`src/rtl/tmds_encoder.sv`:
```
// Single-channel DVI TMDS 8b/10b encoder.
// Two registered stages: transition minimisation, then DC balancing.
module tmds_encoder #(
   parameter int IN_WIDTH = 3
) (
   input  logic                clk,
   input  logic                reset,
   input  logic [IN_WIDTH-1:0] data,
   input  logic                c0,
   input  logic                c1,
   input  logic                blank,
   output logic [9:0]          tmds
);

   localparam logic [9:0] CTRL00 = 10'b1101010100;
   localparam logic [9:0] CTRL01 = 10'b0010101011;
   localparam logic [9:0] CTRL10 = 10'b0101010100;
   localparam logic [9:0] CTRL11 = 10'b1010101011;

   function automatic logic [3:0] ones8(input logic [7:0] v);
      logic [3:0] n;
      n = 4'd0;
      for (int i = 0; i < 8; i++) begin
         n = n + {3'b000, v[i]};
      end
      return n;
   endfunction

   logic [7:0] d8;
   logic [3:0] n1d;
   logic       use_xnor;
   logic [8:0] qm_d;

   always_comb begin
      for (int i = 0; i < 8; i++) begin
         d8[7-i] = data[IN_WIDTH-1-(i % IN_WIDTH)];
      end
   end

   always_comb begin
      n1d      = ones8(d8);
      use_xnor = (n1d > 4'd4) || ((n1d == 4'd4) && !d8[0]);
      qm_d     = '0;
      qm_d[0]  = d8[0];
      for (int i = 1; i < 8; i++) begin
         if (use_xnor) qm_d[i] = ~(qm_d[i-1] ^ d8[i]);
         else          qm_d[i] =   qm_d[i-1] ^ d8[i];
      end
      qm_d[8] = ~use_xnor;
   end

   logic [8:0] qm_q;
   logic [3:0] n1_q;
   logic       blank_q;
   logic [1:0] c_q;

   always_ff @(posedge clk or posedge reset) begin
      if (reset) begin
         qm_q    <= '0;
         n1_q    <= '0;
         blank_q <= 1'b1;
         c_q     <= 2'b00;
      end else begin
         qm_q    <= qm_d;
         n1_q    <= ones8(qm_d[7:0]);
         blank_q <= blank;
         c_q     <= {c1, c0};
      end
   end

   logic signed [4:0] n1s;
   logic signed [4:0] n0s;
   logic signed [4:0] diff;
   logic signed [4:0] cnt_q;
   logic signed [4:0] cnt_d;
   logic [9:0]        tmds_q;
   logic [9:0]        tmds_d;

   assign n1s  = signed'({1'b0, n1_q});
   assign n0s  = 5'sd8 - n1s;
   assign diff = n1s - n0s;

   // Running disparity restarts at zero in every control period.
   always_comb begin
      tmds_d = CTRL00;
      cnt_d  = cnt_q;
      if (blank_q) begin
         unique case (c_q)
            2'b00: tmds_d = CTRL00;
            2'b01: tmds_d = CTRL01;
            2'b10: tmds_d = CTRL10;
            2'b11: tmds_d = CTRL11;
         endcase
         cnt_d = 5'sd0;
      end else if ((cnt_q == 5'sd0) || (n1s == n0s)) begin
         tmds_d = {~qm_q[8], qm_q[8],
                   qm_q[8] ? qm_q[7:0] : ~qm_q[7:0]};
         cnt_d  = qm_q[8] ? (cnt_q + diff) : (cnt_q - diff);
      end else if (((cnt_q > 5'sd0) && (n1s > n0s)) ||
                   ((cnt_q < 5'sd0) && (n0s > n1s))) begin
         tmds_d = {1'b1, qm_q[8], ~qm_q[7:0]};
         cnt_d  = cnt_q + (qm_q[8] ? 5'sd2 : 5'sd0) - diff;
      end else begin
         tmds_d = {1'b0, qm_q[8], qm_q[7:0]};
         cnt_d  = cnt_q - (qm_q[8] ? 5'sd0 : 5'sd2) + diff;
      end
   end

   always_ff @(posedge clk or posedge reset) begin
      if (reset) begin
         tmds_q <= CTRL00;
         cnt_q  <= 5'sd0;
      end else begin
         tmds_q <= tmds_d;
         cnt_q  <= cnt_d;
         assert ((cnt_d >= -5'sd8) && (cnt_d <= 5'sd8));
      end
   end

   assign tmds = tmds_q;

endmodule
```
`config.mk`:
```
export PLATFORM = sky130hd
export DESIGN_NAME = tmds_encoder
export DESIGN_NICKNAME = d
export VERILOG_FILES = /design/src/rtl/tmds_encoder.sv
export SDC_FILE = /design/constraint.sdc
export NUM_CORES = 1
export LEC_CHECK = 0
export CELL_PAD_IN_SITES_DETAIL_PLACEMENT = 1
export CELL_PAD_IN_SITES_GLOBAL_PLACEMENT = 2
export CORE_MARGIN = 5
export CORE_UTILIZATION = 42
export CTS_CLUSTER_SIZE = 20
export DETAILED_ROUTE_END_ITERATION = 10
export PLACE_DENSITY = 0.95
export SYNTH_ARGS = -nofsm -noshare
export SYNTH_HDL_FRONTEND = slang
export SYNTH_SLANG_ARGS = --single-unit
```
`constraint.sdc`:
```
create_clock -name clk -period 9.07 [get_ports clk]
set_clock_uncertainty 0.1 [all_clocks]
set_input_delay 1.814 -clock clk [delete_from_list [all_inputs] [get_ports clk]]
set_output_delay 1.814 -clock clk [all_outputs]
set_load 0.02 [all_outputs]
```
# --- After elaboration in Yosys (flattened, before gate mapping) ---
# Cells that the tools add are included.
totals:
  regBits: 31
  output_inout_bits: 10
op_classes:
  n_addsub: 22
  order_cmp: 5
  eq_ne: 5
  n_mux: 18
  bitwise: 17
  reduce_logical: 9
ops:
  columns: ["cell", "n"]
  rows:
  - ["10-bit case mux with 4 select lines", 1]
  - ["4-bit by 1-bit adder with 4-bit output", 8]
  - ["10-bit two-way mux", 3]
  - ["5-bit two-way mux", 4]
  - ["5-bit subtractor", 3]
  - ["5-bit adder", 2]
  - ["5-bit > comparator", 2]
  - ["1-bit NOT", 9]
  - ["3-bit by 1-bit adder with 4-bit output", 2]
  - ["8-bit two-way mux", 1]
  - ["8-bit NOT", 1]
  - ["1-bit two-way mux", 7]
  - ["1-bit bitwise XOR", 7]
  - ["2-bit by 1-bit adder with 3-bit output", 2]
  - ["5-bit by 3-bit adder with 5-bit output", 1]
  - ["5-bit equality test", 1]
  - ["5-bit by 1-bit > comparator with 1-bit output (second input constant)", 1]
  - ["5-bit logical NOT", 1]
  - ["5-bit by 1-bit less-than comparator with 1-bit output (second input constant)", 1]
  - ["4-bit by 4-bit subtractor with 5-bit output (first input constant)", 1]
  - ["5-bit by 3-bit subtractor with 5-bit output", 1]
  - ["1-bit by 1-bit adder with 2-bit output", 2]
  - ["2-bit equality test (second input constant)", 2]
  - ["4-bit by 3-bit equality test with 1-bit output (second input constant)", 1]
  - ["other kinds (7)", 12]

# --- Longest topological paths before layout ---
logic_depth:
  ltp_word: 30
  ltp_mapped: 13
  mapped_depth_nobuf: 13

# --- Worst setup path before layout ---
# Ideal clock, no wire load.
synth_timing:
  path_kind: "input port to flip-flop"
  start: "in data[0]"
  end: "reg n1_q[3]"
  setup_ns: 0.121
  arrival_ns: 4.012
  t_required_ns: 8.849
  setup_slack_ns: 4.837
  stages: 9
  cell_sequence: "inv_1 > fa_1 > xor2_1 > xnor2_1 > fa_1 > fa_1 > ha_1 > a31oi_1 > nor2b_1"
synth_via:
  elab_chain_cells: 29
  word_cells_on_any_way: 36
  classes_between: "add/sub: 13; order compare: 1; eq/ne: 1; mux: 7; bitwise: 12; reduce/logical: 2"
synth_lines:
  columns: ["element", "line", "rtl"]
  rows:
  - ["start: declaration", "8", "input logic [IN_WIDTH-1:0] data,"]
  - ["branches (longest 21 deep; another with 3-bit by 1-bit adder with 4-bit output)", null, null]
  - ["1-bit two-way mux (*)", "46", "if (use_xnor) qm_d[i] = ~(qm_d[i-1] ^ d8[i]);"]
  - ["via qm_d[5]", "32", "logic [8:0] qm_d;"]
  - ["branches (longest 6 deep; another with 4-bit by 1-bit adder with 4-bit output)", null, null]
  - ["4-bit by 1-bit adder with 4-bit output (*)", "24", "n = n + {3'b000, v[i]};"]
  - ["end signal: assignment", "65", "n1_q <= ones8(qm_d[7:0]);"]
  - ["end: declaration", "53", "logic [3:0] n1_q;"]
# Mark *: on every way through the listed nets, which the timed path passes.

# --- Worst setup path in the final report ---
# Same ends and word-level chain as after synthesis.

==> results.sh <==
export IMPL_insertion_delay_ps=270
export IMPL_globalRouteTotalUtil=0.134
export IMPL_worst_ep_required_time_ps=9130
export IMPL_reg2regPathDepth=12
export IMPL_grt_max_degree=32
export IMPL_critical_path_start="data[0]"
export IMPL_synth_async_reset_ratio=1.00
export IMPL_p_seq_frac=0.263
export IMPL_cap_violations=0
export IMPL_cts_repair_resized=0
export IMPL_area_contributors_post_synth="sky130_fd_sc_hd__dfrtp_1 (28%), sky130_fd_sc_hd__ha_1 (14%), sky130_fd_sc_hd__fa_1 (9.0%)"
export IMPL_share_comb_of_total_power=0.583
export IMPL_ant_nets=0
export IMPL_placed_cells_incl_taps=283
export IMPL_power_density_nw_per_um2=301
export IMPL_slew_headroom=0.530
export IMPL_cpMaxStageDelayCell="sky130_fd_sc_hd__clkdlybuf4s50_1"
export IMPL_drt_iter0_markers=35
export IMPL_synthesis_nets=245
export IMPL_cts_sinks=31
export IMPL_outcome="finished, final reports clean"
export IMPL_cts_made_buffers=5
export IMPL_core_area_um2=5140
export IMPL_die_y_um=82.9
export IMPL_die_area_um2=6870
export IMPL_dpl_hpwl_mm=3.56
export IMPL_rsz0062_at_grt="no"
export IMPL_clk_pin_slew_ps=60
export IMPL_power_switching_w=0.000309
export IMPL_critical_path_reg2reg_startpoint="n1_q[2]$_DFF_PP0_"
export IMPL_achievable_frequency_mhz=205
export IMPL_final_net_count=263
export IMPL_globalplace_congestion=0.745
export IMPL_finalSetupViolations=0
export IMPL_placement_rows=26
export IMPL_synthMostInstantiatedCell="sky130_fd_sc_hd__inv_1"
export IMPL_crit_path_frequent_cell="sky130_fd_sc_hd__fa_1"
export IMPL_finalPower_w=0.000765
export IMPL_grt_antenna_before_repair=0
export IMPL_totalWireLength_mm=4.47
export IMPL_syn_avg_cell_area_um2=11.1
export IMPL_cp_cell_sequence="clkdlybuf4s50_1 -> inv_1 -> fa_1 -> xor2_1 -> xnor2_1 -> fa_1 -> fa_1 -> ha_1 -> a31oi_1 -> nor2b_1"
export IMPL_grt_first_pass_wirelength_mm=7.54
export IMPL_cts_hold_fix_buffers=0
export IMPL_max_vdd_ir_drop_uv=120
export IMPL_critical_path_max_stage_delay_ps=680
export IMPL_timing_critical_path_to="n1_q[3]$_DFF_PP0_"
export IMPL_grt_pass1_vias=1657
export IMPL_io_pins=18
export IMPL_floorplan_die_width_um=82.9
export IMPL_areaGrowthSynthToFinish_pct=14.1
export IMPL_hold_violations=0
export IMPL_power_static_leakage_nw=1.15
export IMPL_timing_final_crit_period_ps=4870
export IMPL_ys_flop_type="sky130_fd_sc_hd__dfrtp_1"
export IMPL_synth_edf_count=0
export IMPL_switching_share=0.403
export IMPL_post_cts_buffers=0
export IMPL_synth_largest_type_area_fraction=0.280
export IMPL_cts_max_path_buffers=2
export IMPL_p_int_w=0.000457
export IMPL_timing_critical_path_arrival_ps=4930
export IMPL_synth_seq_area_share=0.351
export IMPL_drt_pass1_iter_count=4
export IMPL_synth_seq_cells=31
export IMPL_drc=0
export IMPL_final_period_utilization=0.537
export IMPL_syn_cell_area_um2=2230
export IMPL_criticalPathCategory="input port to flop"
export IMPL_timing_worst_slew_pin_value_ps=700
export IMPL_finalNonFillerCells=291
export IMPL_tns_ps=0
export IMPL_worstSetupEndpointType="flop"
export IMPL_final_layout_size_suffix_gt1_frac=0.109
export IMPL_critPathLaunchType="input port"
export IMPL_antenna_cells_inserted=0
export IMPL_synth_warning_count=0
export IMPL_clockPowerShare=0.153
export IMPL_overflow=0
export IMPL_routed_via_count=1478
export IMPL_layout_filler_cells=604
export IMPL_worst_hold_path_type="flop to flop"
export IMPL_h_tree_depth=2
export IMPL_worst_r2r_end="cnt_q[4]$_DFF_PP0_"
export IMPL_ys_types=48
export IMPL_portBuffers=17
export IMPL_avgViaCountPerCell=5.08
export IMPL_worst_path_max_fanout=7
export IMPL_avgRoutedWirePerCell_um=15.4
export IMPL_ys_top_cells_by_count="sky130_fd_sc_hd__inv_1 (28), sky130_fd_sc_hd__dfrtp_1 (25), sky130_fd_sc_hd__ha_1 (25)"
export IMPL_initial_core_util=0.434
export IMPL_synthCells=202
export IMPL_root_buffer="sky130_fd_sc_hd__clkbuf_8"
export IMPL_clock_tree_from_tritoncts="yes"
export IMPL_reg2reg_setup_slack_ps=5210
export IMPL_largest_area_contributor_in_the_netlist="sky130_fd_sc_hd__dfrtp_1"
export IMPL_final_max_slew_viol_count=0
==> metrics by stage <==
stage / worst slack, ps / utilization / instance area (µm²) / hold WS (ps)
after detailed placement: 3880 / 0.476 / 2450 / 413
after CTS: 4150 / 0.495 / 2550 / 425
final: 4200 / 0.495 / 2550 / 436
after global placement: 3990 / 0.476 / 2450 / 388
after floorplan: 4840 / - / 2230 / 366
after global routing: 4040 / 0.495 / 2550 / 427
==> worst min path at each step <==
stage	depth (start not counted)	endpoint	from	slack, ps
final	2	tmds[2]$_DFF_PP1_	qm_q[2]$_DFF_PP0_	440
after floorplan	1	cnt_q[0]$_DFF_PP0_	cnt_q[0]$_DFF_PP0_	370
after CTS	2	tmds[2]$_DFF_PP1_	qm_q[2]$_DFF_PP0_	420
after global routing	2	tmds[2]$_DFF_PP1_	qm_q[2]$_DFF_PP0_	430
after detailed placement	2	tmds[2]$_DFF_PP1_	qm_q[2]$_DFF_PP0_	410
after global placement	2	tmds[2]$_DFF_PP1_	qm_q[2]$_DFF_PP0_	390
==> final cells by class <==
class	count	area, µm²	area share
timing repair buffer	18	178	0.0698
inverter	28	105	0.0413
sequential	31	783	0.308
clock buffer	8	100	0.0393
tap	70	87.6	0.0344
multi-input combinational	136	1290	0.508
==> registers in the layout, indices dropped and copies added (netlist names) <==
name and cells:
blank_q 1, cnt_q 5, c_q 2, tmds 10
qm_q 9, n1_q 4
==> cells in the final DEF, fill, tap and decap left out, types with 7 or more instances in the layout <==
cell type,count
sky130_fd_sc_hd__fa_1,10
sky130_fd_sc_hd__o21ai_1,8
sky130_fd_sc_hd__nor2_1,11
sky130_fd_sc_hd__xnor2_1,15
sky130_fd_sc_hd__dfrtp_1,25
sky130_fd_sc_hd__xor2_1,9
sky130_fd_sc_hd__clkbuf_8,7
sky130_fd_sc_hd__clkdlybuf4s50_1,17
sky130_fd_sc_hd__inv_1,28
sky130_fd_sc_hd__ha_1,25
==> cell families after synthesis <==
family	after synthesis	share of synthesized area
simple gates	32	0.0818
mux	4	0.0202
xor+xnor	25	0.101
flops	31	0.351
fa+ha+maj	35	0.230
buf+inv	35	0.0701
compound gates	40	0.146
==> metal layers <==
| layer | routed length, µm | track usage | up-vias |
|---|---|---|---|
| li1 | - | - | 709 |
| met1 | 2010 | 0.161 | 752 |
| met2 | 2350 | 0.244 | 12 |
| met3 | 65 | 0.0188 | 5 |
| met4 | 49 | 0.0461 | 0 |
| met5 | 0 | 0 | - |
==> power groups by stage <==
stage	clock (W)	sequential, W	combinational [W]
4_1_cts	0.000120	0.000202	0.000454
3_5_place_dp	0	0.000204	0.000448
6_report	0.000117	0.000202	0.000447
3_3_place_gp	0	0.000203	0.000434
5_1_grt	0.000126	0.000206	0.000497
2_1_floorplan	0	0.000220	0.000326
==> worst max-delay path, delay by kind of cell <==
kind	cells	cell delay (ps)
adders and majority gates	4	1620
buffers and inverters	2	800
xor gates and xnor gates	2	490
AOI/OAI and AO/OA	1	140
and+or+nand+nor	1	60
Note: power is estimated with default switching activity, not from simulation.
